===== config.mk =====
export PLATFORM = sky130hd
export DESIGN_NAME = dmem_arbiter
export DESIGN_NICKNAME = d
export VERILOG_FILES = /design/src/rtl/dmem_arbiter.sv
export SDC_FILE = /design/constraint.sdc
export NUM_CORES = 1
export LEC_CHECK = 0
export CORE_AREA = 2 2 117 119
export CTS_BUF_LIST = sky130_fd_sc_hd__clkbuf_16
export DETAILED_ROUTE_END_ITERATION = 7
export DIE_AREA = 0 0 119 121
export PLACE_DENSITY = 0.69
export RECOVER_POWER = 100
export SLEW_MARGIN = 20
export SYNTH_ARGS = -nofsm -noshare
export SYNTH_HDL_FRONTEND = slang
export SYNTH_SLANG_ARGS = --single-unit

===== constraint.sdc =====
create_clock -name clk_i -period 2.08 [get_ports clk_i]
set_input_delay 0.312 -clock clk_i [delete_from_list [all_inputs] [get_ports clk_i]]
set_output_delay 0.312 -clock clk_i [all_outputs]
set_load 0.05 [all_outputs]

===== src/rtl/dmem_arbiter.sv =====
// Two-port arbiter for the single-port byte-addressed data memory (A = MEM stage, B = DMA/debug loader).
// Optional address range checking is enabled by defining DMEM_ARB_RANGE_CHECK_EN.
module dmem_arbiter #(
  parameter int unsigned ADDR_W       = 32,
  parameter int unsigned DATA_W       = 32,
  parameter int unsigned MEM_BYTES    = 128,
  parameter int unsigned STARVE_LIMIT = 4
) (
  input  logic              clk_i,
  input  logic              rst_i,
  input  logic              a_req_i,
  input  logic              a_we_i,
  input  logic [ADDR_W-1:0] a_addr_i,
  input  logic [DATA_W-1:0] a_wdata_i,
  output logic              a_gnt_o,
  output logic              a_rvalid_o,
  output logic [DATA_W-1:0] a_rdata_o,
  output logic              a_err_o,
  input  logic              b_req_i,
  input  logic              b_we_i,
  input  logic [ADDR_W-1:0] b_addr_i,
  input  logic [DATA_W-1:0] b_wdata_i,
  output logic              b_gnt_o,
  output logic              b_rvalid_o,
  output logic [DATA_W-1:0] b_rdata_o,
  output logic              b_err_o,
  output logic              last_b_o,
  output logic [ADDR_W-1:0] mem_addr_o,
  output logic [DATA_W-1:0] mem_wdata_o,
  output logic              mem_read_o,
  output logic              mem_write_o,
  input  logic [DATA_W-1:0] mem_rdata_i
);

  localparam int unsigned CNT_W = $clog2(STARVE_LIMIT) + 1;

  logic              a_req_v, b_req_v, a_gnt, b_gnt, any_gnt, starved, bad;
  logic              sel_we;
  logic [ADDR_W-1:0] sel_addr;
  logic [DATA_W-1:0] sel_wdata;
  logic [CNT_W-1:0]  wait_cnt_q, wait_cnt_d;
  logic              a_rvalid_q, b_rvalid_q, a_err_q, b_err_q, last_b_q;
  logic [DATA_W-1:0] a_rdata_q, a_rdata_d, b_rdata_q, b_rdata_d;

  // Requests are masked while in reset so nothing is granted or issued to memory.
  always_comb begin
    a_req_v = a_req_i & rst_i;
    b_req_v = b_req_i & rst_i;
    starved = (wait_cnt_q >= CNT_W'(STARVE_LIMIT));
    b_gnt   = b_req_v & (~a_req_v | starved);
    a_gnt   = a_req_v & ~b_gnt;
    any_gnt = a_gnt | b_gnt;
  end

  always_comb begin
    sel_we    = 1'b0;
    sel_addr  = '0;
    sel_wdata = '0;
    if (b_gnt) begin
      sel_we    = b_we_i;
      sel_addr  = b_addr_i;
      sel_wdata = b_wdata_i;
    end else if (a_gnt) begin
      sel_we    = a_we_i;
      sel_addr  = a_addr_i;
      sel_wdata = a_wdata_i;
    end
  end

`ifdef DMEM_ARB_RANGE_CHECK_EN
  // Extra bit keeps addr+4 from wrapping near the top of the address space.
  always_comb begin
    bad = any_gnt &&
          ((sel_addr[1:0] != 2'b00) ||
           (({1'b0, sel_addr} + (ADDR_W+1)'(4)) > (ADDR_W+1)'(MEM_BYTES)));
  end
`else
  always_comb bad = 1'b0;
`endif

  always_comb begin
    mem_addr_o  = sel_addr;
    mem_wdata_o = sel_wdata;
    mem_read_o  = any_gnt & ~sel_we & ~bad;
    mem_write_o = any_gnt &  sel_we & ~bad;
  end

  // Saturating count of consecutive cycles B has been kept waiting.
  always_comb begin
    wait_cnt_d = wait_cnt_q;
    if (!b_req_v || b_gnt) begin
      wait_cnt_d = '0;
    end else if (wait_cnt_q < CNT_W'(STARVE_LIMIT)) begin
      wait_cnt_d = wait_cnt_q + CNT_W'(1);
    end
  end

  // Reads capture memory data, writes keep the old value, rejected accesses return zero.
  always_comb begin
    a_rdata_d = a_rdata_q;
    b_rdata_d = b_rdata_q;
    if (a_gnt && bad)         a_rdata_d = '0;
    else if (a_gnt && !sel_we) a_rdata_d = mem_rdata_i;
    if (b_gnt && bad)         b_rdata_d = '0;
    else if (b_gnt && !sel_we) b_rdata_d = mem_rdata_i;
  end

  always_ff @(posedge clk_i) begin
    if (!rst_i) begin
      a_rvalid_q <= 1'b0;
      b_rvalid_q <= 1'b0;
      a_err_q    <= 1'b0;
      b_err_q    <= 1'b0;
      a_rdata_q  <= '0;
      b_rdata_q  <= '0;
      wait_cnt_q <= '0;
      last_b_q   <= 1'b0;
    end else begin
      a_rvalid_q <= a_gnt;
      b_rvalid_q <= b_gnt;
      a_err_q    <= a_gnt & bad;
      b_err_q    <= b_gnt & bad;
      a_rdata_q  <= a_rdata_d;
      b_rdata_q  <= b_rdata_d;
      wait_cnt_q <= wait_cnt_d;
      if (any_gnt) last_b_q <= b_gnt;
    end
  end

  assign a_gnt_o    = a_gnt;
  assign b_gnt_o    = b_gnt;
  assign a_rvalid_o = a_rvalid_q;
  assign b_rvalid_o = b_rvalid_q;
  assign a_rdata_o  = a_rdata_q;
  assign b_rdata_o  = b_rdata_q;
  assign a_err_o    = a_err_q;
  assign b_err_o    = b_err_q;
  assign last_b_o   = last_b_q;

endmodule


==> impl_metrics.tcl <==
set metrics [dict create \
    status "complete, no violations" \
    syn_to_final_growth_pct 103 \
    syn_area_mm2 0.00337 \
    synth_cells 388 \
    power_switching_share_pct 30.5 \
    grt-ovfl-total 0 \
    final_common_cell "clkdlybuf4s50_1" \
    grt_pass1_vias 4320 \
    multi_input_area_mm2 0.00173 \
    ant_nets 0 \
    htreeDepth 3 \
    skew_ns 0.00706 \
    initial_core_util_pct 25.8 \
    first_pass_iters 5 \
    grt_first_pass_wirelength_mm 26.4 \
    share_comb_of_total_power_pct 31.2 \
    worstPathMaxFanout 23 \
    wirelength_mm 18.2 \
    max_freq_mhz 498 \
    root_buffer "clkbuf_16" \
    wl_per_cell_um 21.0 \
    drc_errors 0 \
    yosysUniqueCellTypes 22 \
    track_usage_pct 24.5 \
    post-route-min-period_ns 2.01 \
    dr.first_iter.drc_count 221 \
    maxSlewViolCount 0 \
    rsz0062_at_grt "no" \
    cts_tree "done" \
    die-area_mm2 0.0144 \
    clkSinkCount 70 \
    drive_gt1_share_pct 16.1 \
    cts.path.max_buffers 2 \
    port_buffers 300 \
    clock_latency_ns 0.32 \
    fin_util_pct 52.3 \
    ir_drop_v 0.000478 \
    placeableCoreArea_mm2 0.0131 \
    die_width_um 119 \
    nets 851 \
    nFillCells 1243 \
    start_kind "primary input" \
    path_clk_slew_ns 0.05 \
    power_frac_seq_pct 31.6 \
    grt_max_degree 80 \
    pwr-share-clk_pct 37.1 \
    final_cell_mix "clkdlybuf4s50_1, nand2_1, dfxtp_1" \
    postCtsHoldBufs 0 \
    gp_congestion 0.929 \
    setup_viol 0 \
    regArea_mm2 0.00140 \
    min_path_type "flip-flop to flip-flop" \
    fp.dieH_um 121 \
    power_mw 4.52 \
    switching_power_mw 1.38 \
    cts_inserted_buffers 9 \
    finalHoldViolCount 0 \
    crit_path_end_kind "output pin" \
    drv_cap 0 \
    ios 303 \
    rows 42 \
    drt-vias-per-instance 4.83 \
    power.leakage_nw 3.14 \
    finalCritPeriodShare_pct 96.5 \
    antenna_found_initial 6 \
    critPathArrivalTime_ns 1.70 \
    required_ns 1.77 \
    p_per_area_mw_per_mm2 661 \
    seq_area_frac_synth_pct 41.6 \
    tightest_slew_ns 0.980 \
    reg2reg_setup_slack_ns 0.22 \
    p_int_mw 3.14 \
    synth_warnings 0 \
    dp_hpwl_mm 14.3 \
    ys_ff_latch 70 \
    syn_avg_cell_area_um2 8.69 \
    criticalPathCategory "primary input to output pin" \
    relSlewSlack_pct 34.7 \
    num_vias 4190 \
]
-- state kept, by name, summed over array words and instances, names as in the netlist --
name	cells
a_rdata_o	32
b_rdata_o	32
wait_cnt_q	3
a_rvalid_o	1
b_rvalid_o	1
last_b_o	1
-- stage by stage --
stage          instance area [um^2]  setup slack, ns  TNS, ns  cells  hold slack, ns
2_1_floorplan                  3370           0.0316        0    389           0.406
3_3_place_gp                   7240           -0.183    -8.90    845           0.414
3_5_place_dp                   7240           -0.177    -8.89    845           0.440
4_1_cts                        7660            0.109        0    864           0.447
5_1_grt                        6840           0.0136        0    868           0.465
6_report                       6840           0.0727        0    868           0.449
-- cell usage after synthesis (all sizes together) --
cell / count / area (um^2)
and3: 2 / 12.5
nand3: 32 / 160
nor4bb: 1 / 10.0
and2: 2 / 12.5
buf: 25 / 189
and4b: 2 / 20.0
a21boi: 3 / 26.3
nand2b: 1 / 13.8
nand2: 98 / 368
nand3b: 1 / 7.51
mux2i: 32 / 320
a21oi: 1 / 8.76
a22o: 65 / 569
o21ai: 32 / 160
dfxtp: 70 / 1400
o21bai: 1 / 7.51
clkbuf: 18 / 67.6
conb: 1 / 3.75
ha: 1 / 12.5
-- logic make-up after synthesis --
group	share of synthesized area (%)
and+or+nand+nor	17.9
AOI/OAI and AO/OA	22.9
DFF	41.6
buffers and inverters	7.61
muxes	9.50
adders and majority gates	0.371
other	0.111
-- repair_timing --
| item | in CTS | in global routing |
|---|---|---|
| endpoints found under the setup margin | 66 | 0 |
| hold endpoints to repair | 0 | 0 |
| buffers inserted | 3 | 0 |
| resized for setup | 10 | 0 |
-- worst max-delay path: stages --
cell	delay, ns
dlygate4sd2_1	0.25
and2_0	0.17
a21boi_4	0.20
buf_4	0.16
buf_16	0.16
a22o_1	0.27
buf_12	0.17
-- metal layers --
layer / vias up / track usage (%) / routed length [um]
met3: 55 / 8.93 / 1700
met2: 210 / 44.0 / 9160
met4: 4 / 12.6 / 957
met1: 1950 / 24.8 / 6350
met5: - / 0 / 23
li1: 1971 / - / -
-- cell type report --
cell class	instances	share of cell area [%]
clock buffer	9	3.29
sequential	70	20.5
timing repair buffer	327	46.1
multi-input combinational	276	25.3
antenna	4	0.146
tap	176	3.22
clock inverter	6	1.50
-- power by group through the flow --
stage	Combinational, mW	Sequential [mW]	Clock (mW)
4_1_cts	1.67	1.43	1.72
3_5_place_dp	1.64	1.46	0
5_1_grt	1.47	1.44	1.78
6_report	1.41	1.43	1.68
3_3_place_gp	1.62	1.46	0
2_1_floorplan	0.543	1.66	0
-- final timing paths --
path	startpoint	endpoint	cells after the start
worst max-delay path	a_req_i	mem_wdata_o[15]	7
worst min-delay path	wait_cnt_q[0]$_SDFFE_PP0N_	wait_cnt_q[0]$_SDFFE_PP0N_	1
worst max register to register	wait_cnt_q[2]$_SDFFE_PP0N_	b_rdata_o[12]$_SDFFE_PN0P_	5
worst min register to register	wait_cnt_q[0]$_SDFFE_PP0N_	wait_cnt_q[0]$_SDFFE_PP0N_	1
Power figures use the tool's default switching activity.
